`src/rtl/key_turn_conditioner_pkg.sv`:
```
// Shared definitions for the key turn conditioner: default timing and request FSM states.
package key_turn_conditioner_pkg;

  localparam int unsigned DefDebounceCycles = 250000;
  localparam int unsigned DefDebCntBit      = 18;
  localparam int unsigned DefRepeatCycles   = 5000000;

  typedef enum logic [1:0] {
    StIdle  = 2'd0,
    StPendR = 2'd1,
    StPendL = 2'd2
  } req_state_e;

endpackage

```
`src/rtl/key_turn_conditioner_debouncer.sv`:
```
// One key: 2-flop synchroniser, debounce counter, registered press pulse.
// Optional auto-repeat counter built when KEY_AUTO_REPEAT_EN is defined.
module key_turn_conditioner_debouncer
  import key_turn_conditioner_pkg::*;
#(
  parameter int unsigned DEBOUNCE_CYCLES = DefDebounceCycles,
  parameter int unsigned DEB_CNT_BIT     = DefDebCntBit,
  parameter int unsigned REPEAT_CYCLES   = DefRepeatCycles
) (
  input  logic clk_i,
  input  logic rst_ni,
  input  logic key_ni,
  output logic press_o
);

  localparam logic [DEB_CNT_BIT-1:0] CntMax = DEB_CNT_BIT'(DEBOUNCE_CYCLES - 1);

  logic                   sync1_q, sync2_q;
  logic                   stable_q, stable_d;
  logic                   press_q, press_d;
  logic [DEB_CNT_BIT-1:0] cnt_q, cnt_d;

  // Counter runs only while the synced level disagrees with the accepted level.
  always_comb begin
    stable_d = stable_q;
    cnt_d    = '0;
    press_d  = 1'b0;
    if (sync2_q != stable_q) begin
      if (cnt_q == CntMax) begin
        stable_d = sync2_q;
        press_d  = ~sync2_q;
      end else begin
        cnt_d = cnt_q + 1'b1;
      end
    end
  end

  always_ff @(posedge clk_i or negedge rst_ni) begin
    if (!rst_ni) begin
      sync1_q  <= 1'b1;
      sync2_q  <= 1'b1;
      stable_q <= 1'b1;
      press_q  <= 1'b0;
      cnt_q    <= '0;
    end else begin
      sync1_q  <= key_ni;
      sync2_q  <= sync1_q;
      stable_q <= stable_d;
      press_q  <= press_d;
      cnt_q    <= cnt_d;
    end
  end

`ifdef KEY_AUTO_REPEAT_EN
  localparam int unsigned RptW = (REPEAT_CYCLES > 2) ? $clog2(REPEAT_CYCLES) : 1;
  localparam logic [RptW-1:0] RptMax = RptW'(REPEAT_CYCLES - 1);

  logic [RptW-1:0] rpt_cnt_q, rpt_cnt_d;
  logic            rpt_q, rpt_d;

  always_comb begin
    rpt_cnt_d = '0;
    rpt_d     = 1'b0;
    if (!stable_q) begin
      if (rpt_cnt_q == RptMax) begin
        rpt_d = 1'b1;
      end else begin
        rpt_cnt_d = rpt_cnt_q + 1'b1;
      end
    end
  end

  always_ff @(posedge clk_i or negedge rst_ni) begin
    if (!rst_ni) begin
      rpt_cnt_q <= '0;
      rpt_q     <= 1'b0;
    end else begin
      rpt_cnt_q <= rpt_cnt_d;
      rpt_q     <= rpt_d;
    end
  end

  assign press_o = press_q | rpt_q;
`else
  if (REPEAT_CYCLES == 0) begin : g_rpt_chk
    $error("REPEAT_CYCLES must be nonzero");
  end

  assign press_o = press_q;
`endif

endmodule

```
`src/rtl/key_turn_conditioner.sv`:
```
// Conditions KEY1/KEY3 into a single pending turn request consumed by game_tik.
// Auto-repeat of held keys is enabled by defining KEY_AUTO_REPEAT_EN.
module key_turn_conditioner
  import key_turn_conditioner_pkg::*;
#(
  parameter int unsigned DEBOUNCE_CYCLES = DefDebounceCycles,
  parameter int unsigned DEB_CNT_BIT     = DefDebCntBit,
  parameter int unsigned REPEAT_CYCLES   = DefRepeatCycles
) (
  input  logic clock_25,
  input  logic reset,
  input  logic key_right_n,
  input  logic key_left_n,
  input  logic game_tik,
  output logic right_P,
  output logic left_P
);

  logic       press_r, press_l;
  req_state_e state_q, state_d;

  key_turn_conditioner_debouncer #(
    .DEBOUNCE_CYCLES(DEBOUNCE_CYCLES),
    .DEB_CNT_BIT    (DEB_CNT_BIT),
    .REPEAT_CYCLES  (REPEAT_CYCLES)
  ) u_deb_right (
    .clk_i  (clock_25),
    .rst_ni (reset),
    .key_ni (key_right_n),
    .press_o(press_r)
  );

  key_turn_conditioner_debouncer #(
    .DEBOUNCE_CYCLES(DEBOUNCE_CYCLES),
    .DEB_CNT_BIT    (DEB_CNT_BIT),
    .REPEAT_CYCLES  (REPEAT_CYCLES)
  ) u_deb_left (
    .clk_i  (clock_25),
    .rst_ni (reset),
    .key_ni (key_left_n),
    .press_o(press_l)
  );

  // Tik consumes first; a lone press then overwrites; simultaneous presses cancel.
  always_comb begin
    state_d = state_q;
    if (game_tik) begin
      state_d = StIdle;
    end
    if (press_r && !press_l) begin
      state_d = StPendR;
    end else if (press_l && !press_r) begin
      state_d = StPendL;
    end
  end

  always_ff @(posedge clock_25 or negedge reset) begin
    if (!reset) begin
      state_q <= StIdle;
    end else begin
      state_q <= state_d;
    end
  end

  assign right_P = (state_q == StPendR);
  assign left_P  = (state_q == StPendL);

endmodule

```
`config.mk`:
```
export PLATFORM = sky130hd
export DESIGN_NAME = key_turn_conditioner
export DESIGN_NICKNAME = d
export VERILOG_FILES = /design/src/rtl/key_turn_conditioner_pkg.sv /design/src/rtl/key_turn_conditioner_debouncer.sv /design/src/rtl/key_turn_conditioner.sv
export SDC_FILE = /design/constraint.sdc
export NUM_CORES = 1
export LEC_CHECK = 0
export BUFFER_PORTS_ARGS = -buffer_cell sky130_fd_sc_hd__buf_4
export CAP_MARGIN = 20
export CORE_MARGIN = 3
export CORE_UTILIZATION = 30
export CTS_BUF_LIST = sky130_fd_sc_hd__clkbuf_4
export DETAILED_ROUTE_END_ITERATION = 8
export PLACE_DENSITY_LB_ADDON = 0.12
export SYNTH_ARGS = -nofsm -noshare
export SYNTH_HDL_FRONTEND = slang
export SYNTH_SLANG_ARGS = --single-unit
```
`constraint.sdc`:
```
create_clock -name clock_25 -period 3.6 [get_ports clock_25]
set_input_delay 0.72 -clock clock_25 [delete_from_list [all_inputs] [get_ports clock_25]]
set_output_delay 0.72 -clock clock_25 [all_outputs]
set_load 0.02 [all_outputs]
```
==> impl_metrics.py <==
metrics = {
    "floorplan": {
        "core_um2": 6940,
        "initial_core_util_pct": 31.5,
        "die_x_um": 91.4,
        "row_count": 30,
        "io_pins": 7,
        "fp.dieH_um": 91.4,
        "die_area_um2": 8360,
    },
    "cts": {
        "cts_max_level": 2,
        "cts_buffer_depth": 2,
        "cts-hold-fix-buffers": 0,
        "cts-root-buf": "clkbuf_4",
        "insertion_delay_ns": 0.35,
        "postCtsSetupBuffers": 0,
        "cts_sinks": 46,
        "path_clk_slew_ns": 0.14,
        "cts_resized": 0,
        "cts_made_buffers": 5,
        "cts_tree": "yes",
    },
    "global_route": {
        "antenna_found_initial": 0,
        "grt_pass1_wl_um": 7130,
        "grt_overflow": 0,
        "grt_max_degree": 47,
        "track_usage_pct": 10.7,
        "grt_pass1_vias": 1484,
    },
    "power_and_ir_drop": {
        "clkPwrFrac_pct": 36.8,
        "power_frac_seq_pct": 59.6,
        "total_power_w": 0.000895,
        "power.leakage_nw": 0.975,
        "vdd_drop_max_v": 0.000160,
        "switchingPower_w": 0.000196,
        "comb_power_share_pct": 3.6,
        "swShare_pct": 21.9,
        "internal_power_w": 0.000699,
        "p_per_area_nw_per_um2": 371,
    },
    "setup_path": {
        "cp_max_fo": 10,
        "crit_required_ns": 3.85,
        "cp.arrival_ns": 2.45,
        "reg2reg_slack_ns": 1.40,
        "r2r_cells": 5,
        "path_class": "reg -> reg",
        "r2r-start": "u_deb_left.cnt_q[0]$_DFF_PN0_",
        "critPathLaunchType": "register",
        "critPathCaptureType": "register",
        "rr_endpoint": "u_deb_left.cnt_q[13]$_DFF_PN0_",
    },
    "timing": {
        "fmax_ghz": 0.455,
        "drv_slew": 0,
        "rsz0062_at_grt": "no",
        "skew_ns": 0.0112,
        "min_period_over_period_pct": 61.0,
        "maxSlewHeadroom_pct": 49.4,
        "setup_viol": 0,
        "setup_tns_ns": 0,
        "fin_crit_ns": 2.20,
        "worst_slew_pin_slew_ns": 0.751,
        "hold_viol_final": 0,
    },
    "route": {
        "drt-initial-drc-count": 47,
        "vias_per_cell": 4.66,
        "antenna_left": 0,
        "wl_um": 4090,
        "drt-wirelength-per-cell_um": 12.9,
        "vias": 1471,
        "drtPass1Iterations": 4,
        "drc_errors": 0,
    },
    "synthesis": {
        "yosysTopAreaCell": "dfrtp_1",
        "synth_common_cells": "40 x dfrtp_1, 33 x nor2_1, 18 x xnor2_1, 12 x nand2_1, 11 x nand4_1",
        "synth_cell_types": 39,
        "synth_warnings": 0,
        "ys_seq_area_share_pct": 52.9,
        "synth_cells": 212,
        "synth_nets": 219,
        "synth_top_area_share_pct": 45.7,
        "syn_avg_cell_area_um2": 10.3,
        "synthArstFlopShare_pct": 100,
        "synth_area_um2": 2190,
        "synth.area.top_cells": "dfrtp_1 46%, dfstp_2 7.2%, xnor2_1 7.2%",
        "ys_ff_latch": 46,
        "synth_edf_count": 0,
        "yosysMostFrequentCell": "dfrtp_1",
        "ys.flop_type": "dfrtp_1",
    },
    "layout": {
        "fillers": 705,
        "multi_input_area_um2": 977,
        "drive_gt1_share_pct": 13.2,
        "seq_area_um2": 1160,
        "antennaDiodeCount": 0,
        "num-nets-final": 226,
        "areaGrowthSynthToFinish_pct": 10.1,
    },
    "min_path": {
        "hold_path_class": "in -> async",
    },
    "placed_design": {
        "hpwlAfterDp_um": 2770,
        "place.gp.congestion": 0.711,
        "port_buffers": 6,
    },
    "run_status": {
        "outcome": "complete, no violations",
    },
    "flow_run": {
        "timing.max_cap.violations": 0,
    },
}
## cells in the final DEF (no fill, tap or decap), types with 2 or more instances in the layout
cell,netlist,layout
dfrtp_1,40,40
nor2_1,33,33
xnor2_1,18,18
nand2_1,12,12
nand4_1,11,11
xor2_1,10,10
nand3_1,9,9
nor4_1,8,8
a21oi_1,7,7
nor3_1,7,7
clkbuf_4,0,7
buf_4,1,7
dfstp_2,6,6
inv_1,5,5
and4_1,4,4
and3_1,4,4
o21ai_0,3,3
or3_1,3,3
nor2b_1,3,3
nand3b_1,2,2
and2_1,2,2
nor3b_1,2,2
mux2_2,2,2
ha_1,2,2
## state kept, by name, summed over array words and instances, names as in the netlist
name and cells:
u_deb_left.sync2_q 1, u_deb_right.press_o 1, u_deb_right.stable_q 1, u_deb_left.press_o 1
u_deb_right.sync1_q 1, u_deb_left.cnt_q 18, u_deb_right.cnt_q 18, state_q 2
u_deb_left.stable_q 1, u_deb_right.sync2_q 1, u_deb_left.sync1_q 1
## metrics by stage
stage / area [um^2] / instances / hold WS [ns] / utilization [%] / setup slack [ns]
floorplan: 2190 / 212 / 0.345 / - / 1.77
global route: 2410 / 316 / 0.370 / 34.7 / 1.20
finish: 2410 / 316 / 0.349 / 34.7 / 1.40
global placement: 2330 / 308 / 0.348 / 33.5 / 1.53
CTS: 2410 / 316 / 0.358 / 34.7 / 1.39
detailed placement: 2330 / 308 / 0.348 / 33.5 / 1.40
## power groups by stage
| stage | logic [W] | clock network, W | registers (W) |
|---|---|---|---|
| after floorplan | 0.0000154 | 0 | 0.000542 |
| after global placement | 0.0000335 | 0 | 0.000543 |
| after detailed placement | 0.0000334 | 0 | 0.000543 |
| after CTS | 0.0000335 | 0.000347 | 0.000534 |
| after global routing | 0.0000380 | 0.000367 | 0.000535 |
| final | 0.0000319 | 0.000330 | 0.000534 |
## routing by layer
layer / global-route usage (%) / routed length, um / up-vias
li1: - / - / 756
met1: 13.8 / 1980 / 704
met2: 17.5 / 1990 / 6
met3: 2.73 / 73 / 5
met4: 3.77 / 43 / 0
met5: 0 / 0 / -
## cells by family (layout without fill, tap and decap cells)
family,Yosys count,after routing,synth area share (%)
and+or+nand+nor,106,106,26.1
DFF,46,46,52.9
xor gates and xnor gates,28,28,11.2
AOI/OAI and AO/OA,15,15,4.69
buffers and inverters,12,20,2.46
adders and majority gates,3,3,1.60
muxes,2,2,1.03
## worst max-delay path, cell delays in order, from the launching register on
cell and delay [ns]:
dfrtp_1 0.43, ha_1 0.21, nand3_1 0.27, o41ai_2 0.82
buf_4 0.30, a21oi_1 0.05
## cell type report
cell class / instances / area share (%)
flip-flops and latches: 46 / 48.1
multi-input cells: 154 / 40.6
well taps: 96 / 4.98
clock buffers: 7 / 2.18
repair buffers: 7 / 2.18
clock inverters: 1 / 1.25
inverters: 5 / 0.779
## worst max path at each step
stage | start | endpoint | slack (ns) | depth (start not counted)
floorplan | u_deb_left.cnt_q[0]$_DFF_PN0_ | u_deb_left.cnt_q[10]$_DFF_PN0_ | 1.77 | 5
global placement | u_deb_left.cnt_q[0]$_DFF_PN0_ | u_deb_left.cnt_q[5]$_DFF_PN0_ | 1.53 | 5
detailed placement | u_deb_left.cnt_q[0]$_DFF_PN0_ | u_deb_left.cnt_q[5]$_DFF_PN0_ | 1.40 | 5
CTS | u_deb_left.cnt_q[0]$_DFF_PN0_ | u_deb_left.cnt_q[5]$_DFF_PN0_ | 1.39 | 5
global route | u_deb_left.cnt_q[0]$_DFF_PN0_ | u_deb_left.cnt_q[5]$_DFF_PN0_ | 1.20 | 5
finish | u_deb_left.cnt_q[0]$_DFF_PN0_ | u_deb_left.cnt_q[13]$_DFF_PN0_ | 1.40 | 5
Power figures use the tool's default switching activity.
